==> config.mk <==
export PLATFORM = sky130hd
export DESIGN_NAME = decode_stage
export DESIGN_NICKNAME = d
export VERILOG_FILES = /design/src/rtl/decode_stage_pkg.sv /design/src/rtl/decode_stage_imm_gen.sv /design/src/rtl/decode_stage.sv
export SDC_FILE = /design/constraint.sdc
export NUM_CORES = 1
export LEC_CHECK = 0
export BUFFER_PORTS_ARGS = -buffer_cell sky130_fd_sc_hd__buf_2
export CELL_PAD_IN_SITES_DETAIL_PLACEMENT = 2
export CELL_PAD_IN_SITES_GLOBAL_PLACEMENT = 2
export CORE_UTILIZATION = 30
export DETAILED_ROUTE_END_ITERATION = 10
export PLACE_DENSITY_LB_ADDON = 0.1
export SLEW_MARGIN = 20
export SYNTH_ARGS = -nofsm -noshare
export SYNTH_HDL_FRONTEND = slang
export SYNTH_SLANG_ARGS = --single-unit
==> constraint.sdc <==
create_clock -name clk -period 4.4 [get_ports clk]
set_input_delay 0.88 -clock clk [delete_from_list [all_inputs] [get_ports clk]]
set_output_delay 0.88 -clock clk [all_outputs]
set_load 0.02 [all_outputs]
==> src/rtl/decode_stage_pkg.sv <==
// decode_stage_pkg: shared decode types and constants.
//   opcode_t    - RV32I/RV64I major opcode classes (instr[6:0])
//   imm_fmt_t   - immediate format selector used by imm_gen
//   FUNCT7_*    - funct7 values accepted on OP / OP_32
package decode_stage_pkg;

   typedef enum logic [6:0] {
      LOAD      = 7'b0000011,
      MISC_MEM  = 7'b0001111,
      OP_IMM    = 7'b0010011,
      AUIPC     = 7'b0010111,
      OP_IMM_32 = 7'b0011011,
      STORE     = 7'b0100011,
      OP        = 7'b0110011,
      LUI       = 7'b0110111,
      OP_32     = 7'b0111011,
      BRANCH    = 7'b1100011,
      JALR      = 7'b1100111,
      JAL       = 7'b1101111,
      SYSTEM    = 7'b1110011
   } opcode_t;

   typedef enum logic [2:0] {
      IMM_I,
      IMM_S,
      IMM_B,
      IMM_U,
      IMM_J,
      IMM_R
   } imm_fmt_t;

   localparam logic [6:0] FUNCT7_BASE = 7'b0000000;
   localparam logic [6:0] FUNCT7_ALT  = 7'b0100000;
   localparam logic [6:0] FUNCT7_MEXT = 7'b0000001;

endpackage

==> src/rtl/decode_stage_imm_gen.sv <==
// decode_stage_imm_gen: combinational immediate generator.
//   instr_i  [31:0]     instruction word
//   fmt_i    imm_fmt_t  immediate format
//   imm_o    [XLEN-1:0] immediate, sign-extended from instr[31]; 0 for IMM_R
module decode_stage_imm_gen
   import decode_stage_pkg::*;
#(
   parameter int XLEN = 32
) (
   input  logic [31:0]     instr_i,
   input  imm_fmt_t        fmt_i,
   output logic [XLEN-1:0] imm_o
);

   // Every format fits in 32 bits with instr[31] as the sign, so build a
   // signed 32-bit value and let the size cast replicate the sign to XLEN.
   logic signed [31:0] raw_s;

   always_comb begin
      raw_s = '0;
      case (fmt_i)
         IMM_I: raw_s = {{20{instr_i[31]}}, instr_i[31:20]};
         IMM_S: raw_s = {{20{instr_i[31]}}, instr_i[31:25], instr_i[11:7]};
         IMM_B: raw_s = {{20{instr_i[31]}}, instr_i[7], instr_i[30:25],
                         instr_i[11:8], 1'b0};
         IMM_U: raw_s = {instr_i[31:12], 12'b0};
         IMM_J: raw_s = {{12{instr_i[31]}}, instr_i[19:12], instr_i[20],
                         instr_i[30:21], 1'b0};
         default: raw_s = '0;
      endcase
   end

   assign imm_o = XLEN'(raw_s);

endmodule

==> src/rtl/decode_stage.sv <==
// decode_stage: registered RV32I/RV64I decode stage with valid/ready on both sides.
//   clk, rst_n          clock, async active-low reset
//   flush               drop the registered result and any acceptance this cycle
//   in_valid/in_ready   upstream handshake; in_instr, in_pc from fetch
//   out_valid/out_ready downstream handshake
//   out_pc, out_opcode, out_rd, out_rs1, out_rs2, out_funct3, out_funct7,
//   out_imm, out_is_mext, out_illegal  decoded fields, one cycle after accept
module decode_stage
   import decode_stage_pkg::*;
#(
   parameter int XLEN      = 32,
   parameter bit EN_M      = 1'b0,
   parameter bit EN_SYSTEM = 1'b1
) (
   input  logic            clk,
   input  logic            rst_n,
   input  logic            flush,
   input  logic            in_valid,
   output logic            in_ready,
   input  logic [31:0]     in_instr,
   input  logic [XLEN-1:0] in_pc,
   output logic            out_valid,
   input  logic            out_ready,
   output logic [XLEN-1:0] out_pc,
   output logic [6:0]      out_opcode,
   output logic [4:0]      out_rd,
   output logic [4:0]      out_rs1,
   output logic [4:0]      out_rs2,
   output logic [2:0]      out_funct3,
   output logic [6:0]      out_funct7,
   output logic [XLEN-1:0] out_imm,
   output logic            out_is_mext,
   output logic            out_illegal
);

   logic [6:0]      opc;
   logic [2:0]      f3;
   logic [6:0]      f7;
   imm_fmt_t        fmt_d;
   logic [XLEN-1:0] imm_d;
   logic            illegal_d;
   logic            mext_d;
   logic            m_cand;
   logic            accept;
   logic            valid_d, valid_q;

   logic [XLEN-1:0] pc_q;
   logic [6:0]      opcode_q;
   logic [4:0]      rd_q, rs1_q, rs2_q;
   logic [2:0]      funct3_q;
   logic [6:0]      funct7_q;
   logic [XLEN-1:0] imm_q;
   logic            mext_q;
   logic            illegal_q;

   assign opc = in_instr[6:0];
   assign f3  = in_instr[14:12];
   assign f7  = in_instr[31:25];

   // Illegal encodings still decode their fields; only is_mext is masked.
   always_comb begin
      fmt_d     = IMM_R;
      illegal_d = 1'b0;
      m_cand    = 1'b0;
      case (opc)
         LOAD, OP_IMM: fmt_d = IMM_I;
         JALR: begin
            fmt_d = IMM_I;
            if (f3 != 3'b000) illegal_d = 1'b1;
         end
         OP_IMM_32: begin
            fmt_d = IMM_I;
            if (XLEN == 32) illegal_d = 1'b1;
         end
         MISC_MEM, SYSTEM: begin
            fmt_d = IMM_I;
            if (!EN_SYSTEM) illegal_d = 1'b1;
         end
         STORE: fmt_d = IMM_S;
         BRANCH: begin
            fmt_d = IMM_B;
            if (f3 == 3'b010 || f3 == 3'b011) illegal_d = 1'b1;
         end
         LUI, AUIPC: fmt_d = IMM_U;
         JAL:        fmt_d = IMM_J;
         OP, OP_32: begin
            fmt_d  = IMM_R;
            m_cand = EN_M && (f7 == FUNCT7_MEXT);
            if (!(f7 == FUNCT7_BASE || f7 == FUNCT7_ALT || m_cand))
               illegal_d = 1'b1;
            if (opc == OP_32 && XLEN == 32) illegal_d = 1'b1;
         end
         // Unknown opcode: IMM_R forces a zero immediate.
         default: illegal_d = 1'b1;
      endcase
      if (in_instr[1:0] != 2'b11) illegal_d = 1'b1;
      mext_d = m_cand && !illegal_d;
   end

   decode_stage_imm_gen #(.XLEN(XLEN)) u_imm_gen (
      .instr_i (in_instr),
      .fmt_i   (fmt_d),
      .imm_o   (imm_d)
   );

   assign in_ready = !valid_q || out_ready;
   assign accept   = in_valid && in_ready && !flush;

   always_comb begin
      valid_d = valid_q;
      if (flush)          valid_d = 1'b0;
      else if (accept)    valid_d = 1'b1;
      else if (out_ready) valid_d = 1'b0;
   end

   always_ff @(posedge clk or negedge rst_n) begin
      if (!rst_n) begin
         valid_q   <= 1'b0;
         pc_q      <= '0;
         opcode_q  <= '0;
         rd_q      <= '0;
         rs1_q     <= '0;
         rs2_q     <= '0;
         funct3_q  <= '0;
         funct7_q  <= '0;
         imm_q     <= '0;
         mext_q    <= 1'b0;
         illegal_q <= 1'b0;
      end else begin
         valid_q <= valid_d;
         if (accept) begin
            pc_q      <= in_pc;
            opcode_q  <= opc;
            rd_q      <= in_instr[11:7];
            rs1_q     <= in_instr[19:15];
            rs2_q     <= in_instr[24:20];
            funct3_q  <= f3;
            funct7_q  <= f7;
            imm_q     <= imm_d;
            mext_q    <= mext_d;
            illegal_q <= illegal_d;
         end
      end
   end

   assign out_valid   = valid_q;
   assign out_pc      = pc_q;
   assign out_opcode  = opcode_q;
   assign out_rd      = rd_q;
   assign out_rs1     = rs1_q;
   assign out_rs2     = rs2_q;
   assign out_funct3  = funct3_q;
   assign out_funct7  = funct7_q;
   assign out_imm     = imm_q;
   assign out_is_mext = mext_q;
   assign out_illegal = illegal_q;

endmodule

==> results of run 1 <==
==> through the flow <==
step                hold slack, ns  instances
finish                       0.444        804
global route                 0.454        804
CTS                          0.480        803
detailed placement           0.462        788
global placement             0.453        788
floorplan                    0.584        465
==> placed cells by master (no fill, tap or decap), types with 3 or more instances in the layout <==
cell type	netlist	routed
a21oi_1	12	12
a21oi_2	10	10
a22o_1	3	3
a31o_2	4	4
a32o_1	6	6
buf_2	7	166
buf_4	2	7
clkbuf_16	0	9
clkinv_2	0	3
dfrtp_1	98	98
nand2_1	221	221
nand3_1	5	5
nand3b_1	3	3
nor2_1	6	6
nor4_1	3	3
o21ai_0	12	12
o21ai_1	12	12
==> worst max-delay path by stage <==
stage	startpoint	endpoint	slack, ns	depth (start not counted)
after floorplan	out_ready	out_imm[10]$_DFFE_PN0P_	2.07	8
after global placement	out_ready	out_imm[5]$_DFFE_PN0P_	1.78	8
after detailed placement	out_ready	out_imm[7]$_DFFE_PN0P_	1.70	8
after CTS	in_instr[2]	out_imm[7]$_DFFE_PN0P_	1.99	6
after global routing	in_instr[2]	out_imm[7]$_DFFE_PN0P_	1.87	6
final	in_instr[2]	out_imm[7]$_DFFE_PN0P_	1.98	6
==> state kept, by name, indices dropped and copies added, names as in the netlist <==
register	count
out_rd	5
out_pc	32
out_valid	1
out_rs1	5
out_funct7	7
out_rs2	5
out_funct3	3
out_imm	32
out_opcode	7
out_illegal	1
==> routing by layer <==
layer,vias to the layer above,routed length [µm]
li1,1826,-
met1,1947,6050
met2,105,6890
met3,10,840
met4,0,166
met5,-,0
==> synth_stat cells (3+ instances only) <==
master    instances  area (µm²)
nand2_1         221         830
dfrtp_1          98        2450
clkbuf_1         15        56.3
a21oi_1          12        60.1
o21ai_0          12        60.1
o21ai_1          12        60.1
a21oi_2          10        87.6
buf_2             7        35.0
a32o_1            6        60.1
nor2_1            6        22.5
nand3_1           5        25.0
a31o_2            4        35.0
buf_6             4        45.0
a22o_1            3        26.3
nand3b_1          3        22.5
nor4_1            3        18.8
==> layout make-up <==
type,count,area (µm²)
well taps,180,225
inverters,3,11.3
clock inverters,5,31.3
repair buffers,174,911
flip-flops and latches,98,2450
fillers,1602,8370
multi-input cells,334,1650
clock buffers,10,229
==> logic make-up (layout without fill, tap and decap cells) <==
family | count (synthesis) | in the layout | share of synthesized area, %
AOI/OAI and AO/OA | 71 | 71 | 12.2
xor gates and xnor gates | 1 | 1 | 0.206
buffers and inverters | 33 | 192 | 3.99
DFF | 98 | 98 | 57.6
muxes | 1 | 1 | 0.235
other | 1 | 1 | 0.0880
and+or+nand+nor | 260 | 260 | 25.7
==> where the power goes <==
part / internal [W] / switching, W
Combinational: 0.000151 / 0.000319
Clock: 0.000380 / 0.000349
Sequential: 0.000998 / 0.0000511
==> impl_metrics.toml, run 1 <==
[outcome]
status = "complete, no violations"

[placement]
place.port_buffers = 167
place.gp.congestion = 0.753
dp_hpwl_mm = 9.82
place_ws_ns = 1.70
dpl_cell_area_um2 = 5220

[grt]
gr-usage-met1_pct = 24.5
antenna_found_initial = 0
grt_usage_pct = 19.9
grt_busiest_layer = "met2"
grt_pass1_vias = 4285
grt_max_degree = 77
gr-usage-met3_pct = 4.98
grt_overflow = 0
use_met2_pct = 33.9
grt_pass1_wl_mm = 22.3

[clock_network]
cts_resized = 0
post_cts_buffers = 0
cts-buffers-inserted = 9
cts.path.max_buffers = 2
clkTransAtPathRegs_ns = 0.07
cts-root-buf = "clkbuf_16"
cts-hold-fix-buffers = 0
clk_latency_ns = 0.34
htreeDepth = 3
cts_tree = "built"
clock-sinks = 98

[routing]
drt_first_pass_iters = 4
first_iter_violations = 145
drt-total-wl_mm = 13.9
ant_nets = 0
vias = 3888
via_per_inst = 4.84
wl_per_cell_um = 17.3
drc_errors = 0

[sta]
fin_skew_ns = 0.00589
period_needed_ns = 2.42
slew_violations = 0
final_hold_viol_count = 0
slew_headroom_pct = 50.4
tightest_slew_ns = 0.738
period_share_pct = 55.0
rsz0062_at_grt = "false"
fmax_mhz = 413
setup_viol = 0
timing.final.ws_setup_ns = 1.98
finalSetupTns_ns = 0

[critical_path]
crit_chain = "buf_2 -> nor4bb_1 -> a221oi_1 -> nor4_1 -> or2_2 -> a32o_1"
r2r-end = "out_imm[7]$_DFFE_PN0P_"
r2r_slack_ns = 2.30
path_buf_inv = 1
cpMaxStageDelayCell = "nor4bb_1"
critPathMaxStageDelay_ns = 0.48
r2r_cells = 7
worstSetupPathType = "input port to flip-flop"
cp-end-kind = "flip-flop"
crit_path_max_fanout = 17
critPathTopFamily = "simple AND/OR/NAND/NOR gates"
r2r-start = "out_valid$_DFFE_PN0P_"
critPathArrivalTime_ns = 2.70
start_kind = "input port"
cp_data_required_time_ns = 4.68

[yosys]
synth_nets = 534
ys.flop_type = "dfrtp_1"
synth_area_um2 = 4260
synth-edff-count = 0
ys_seq_elements = 98
avgSynthCellArea_um2 = 9.16
synthArstFlopShare_pct = 100
seq_area_frac_synth_pct = 57.6
ys_types = 52
yosysWarnings = 0
syn_inst = 465

[finish]
final_util_pct = 39.7
drive_gt1_share_pct = 34.5
final_area_um2 = 5510
nNetsFinal = 689
diodes = 0
area_growth_pct = 29.3

[floorplanning]
die_y_um = 121
initial_core_util_pct = 30.7
ios = 169
die_w_um = 121
core_area_um2 = 13900
die-area_um2 = 14700
rows = 43

[pwr]
power-per-cell-area_nw_per_um2 = 408
ir_drop_uv = 155
finalPower_w = 0.00225
leakagePower_nw = 2.97

[job]
drv_cap = 0

[worst_hold_path]
holdCritPathClass = "input port to async pin"
No activity file was read; power rests on OpenSTA's default activity.
==> run 2, diff against run 1 <==
CORE_UTILIZATION = 25   (was 30)
clock period = 2.04 ns   (was 4.4 ns; I/O delays follow)
==> impl_metrics.toml, run 2 (synthesized netlist as in run 1, its figures left out) <==
[outcome]
status = "finished with violations"
violations = "negative hold slack"

[critical_path]
cp_data_required_time_ns = 2.27
critPathArrivalTime_ns = 2.12
start_kind = "flip-flop"
crit_path_max_fanout = 4
cp-end-kind = "flip-flop"
worstSetupPathType = "flip-flop to flip-flop"

[finish]
n_fill_cell = 1912
nNetsFinal = 699
layout_commonest_cell = "nand2_1"
stdcell_count = 855
layout_common_cells = "nand2_1, buf_2, dfrtp_1"
diodes = 0
area_growth_pct = 34.9
drive_gt1_share_pct = 35.9

[floorplanning]
die_w_um = 133
ios = 169
core_area_um2 = 16600
rows = 47
initial_core_util_pct = 25.7
die_y_um = 133
die-area_um2 = 17600

[pwr]
leakagePower_nw = 3.07
ir_drop_uv = 366
power-per-cell-area_nw_per_um2 = 895

[sta]
setup_viol = 0
finalSetupTns_ns = 0
fin_skew_ns = 0.00793
period_share_pct = 92.5
fmax_mhz = 530
rsz0062_at_grt = "false"
period_needed_ns = 1.89
slew_violations = 0
final_hold_viol_count = 2
timing.hold.ws_ns = -0.00314

[clock_network]
cts-buffers-inserted = 9
cts_tree = "built"
clk_latency_ns = 0.34
htreeDepth = 3
cts-root-buf = "clkbuf_16"
cts_resized = 0
clock-sinks = 98
cts-hold-fix-buffers = 0
post_cts_buffers = 0
cts.path.max_buffers = 2
clkTransAtPathRegs_ns = 0.07

[placement]
dp.cells = 839
place.gp.congestion = 0.692
dp_hpwl_mm = 10.9
place.port_buffers = 167

[routing]
via_per_inst = 4.59
first_iter_violations = 99
vias = 3924
drt_first_pass_iters = 4
ant_nets = 0
drt-total-wl_mm = 14.9
drc_errors = 0
wl_per_cell_um = 17.5

[grt]
antenna_found_initial = 0
grt_max_degree = 79
grt_pass1_wl_mm = 24.5
grt_overflow = 0
grt_usage_pct = 18.0
grt_pass1_vias = 4380

[worst_hold_path]
holdCritPathClass = "input port to async pin"

[job]
drv_cap = 0
run 2: cell types whose count changed in the layout (fill, tap and decap cells not counted), sizes merged:
| cell | before | now |
|---|---|---|
| buf | 174 | 184 |
| clkbuf | 10 | 12 |
| bufinv | 0 | 1 |
| clkinv | 3 | 2 |
| clkinvlp | 1 | 0 |
run 2: per-layer routing:
| metal | up-vias | global-route usage (%) | routed length (µm) |
|---|---|---|---|
| li1 | 1849 | - | - |
| met1 | 1963 | 23.0 | 6620 |
| met2 | 101 | 30.4 | 7370 |
| met3 | 11 | 3.98 | 750 |
| met4 | 0 | 5.30 | 183 |
| met5 | - | 0 | 0 |
run 2: where the power goes:
part	total (W)	switching [W]	leakage (nW)	internal, W
Combinational	0.00105	0.000704	1.65	0.000344
Clock	0.00183	0.000772	0.159	0.00106
Sequential	0.00226	0.000110	1.26	0.00215
run 2: path summary, 6_finish.rpt:
| kind | from | end | slack, ns | depth (start not counted) |
|---|---|---|---|---|
| worst max-delay path | out_valid$_DFFE_PN0P_ | out_illegal$_DFFE_PN0P_ | 0.15 | 6 |
| worst min-delay path | rst_n | out_rs1[1]$_DFFE_PN0P_ | -0.003 | 1 |
| worst max register to register | out_valid$_DFFE_PN0P_ | out_illegal$_DFFE_PN0P_ | 0.15 | 6 |
| worst min register to register | out_pc[14]$_DFFE_PN0P_ | out_pc[14]$_DFFE_PN0P_ | 0.47 | 2 |
| max in group asynchronous | rst_n | out_pc[20]$_DFFE_PN0P_ | 1.45 | 2 |
| min in group clk | flush | out_valid$_DFFE_PN0P_ | 0.25 | 2 |
run 2: metrics by stage:
stage                     instance area (µm²)  util, %  worst slack, ns  total power (W)
after floorplan                          4260        -           0.0844          0.00286
after global placement                   5420     32.7           0.0387          0.00333
after detailed placement                 5420     32.7           0.0120          0.00337
after CTS                                5740     34.6            0.106          0.00526
after global routing                     5740     34.6           0.0867          0.00543
final                                    5740     34.6            0.153          0.00514
run 2: critical path: stages, from the launching register on:
cell      delay, ns
dfrtp_1        0.38
nor2b_2        0.18
inv_2          0.06
nand3b_1       0.23
buf_4          0.24
a311o_1        0.35
o32a_1         0.33
run 2: layout make-up:
cell class	instances	area [µm²]	area share, %
clock buffer	12	267	4.64
multi-input combinational	334	1650	28.8
inverter	3	11.3	0.196
timing repair buffer	184	1030	17.9
clock inverter	4	56.3	0.980
tap	220	275	4.79
sequential	98	2450	42.7
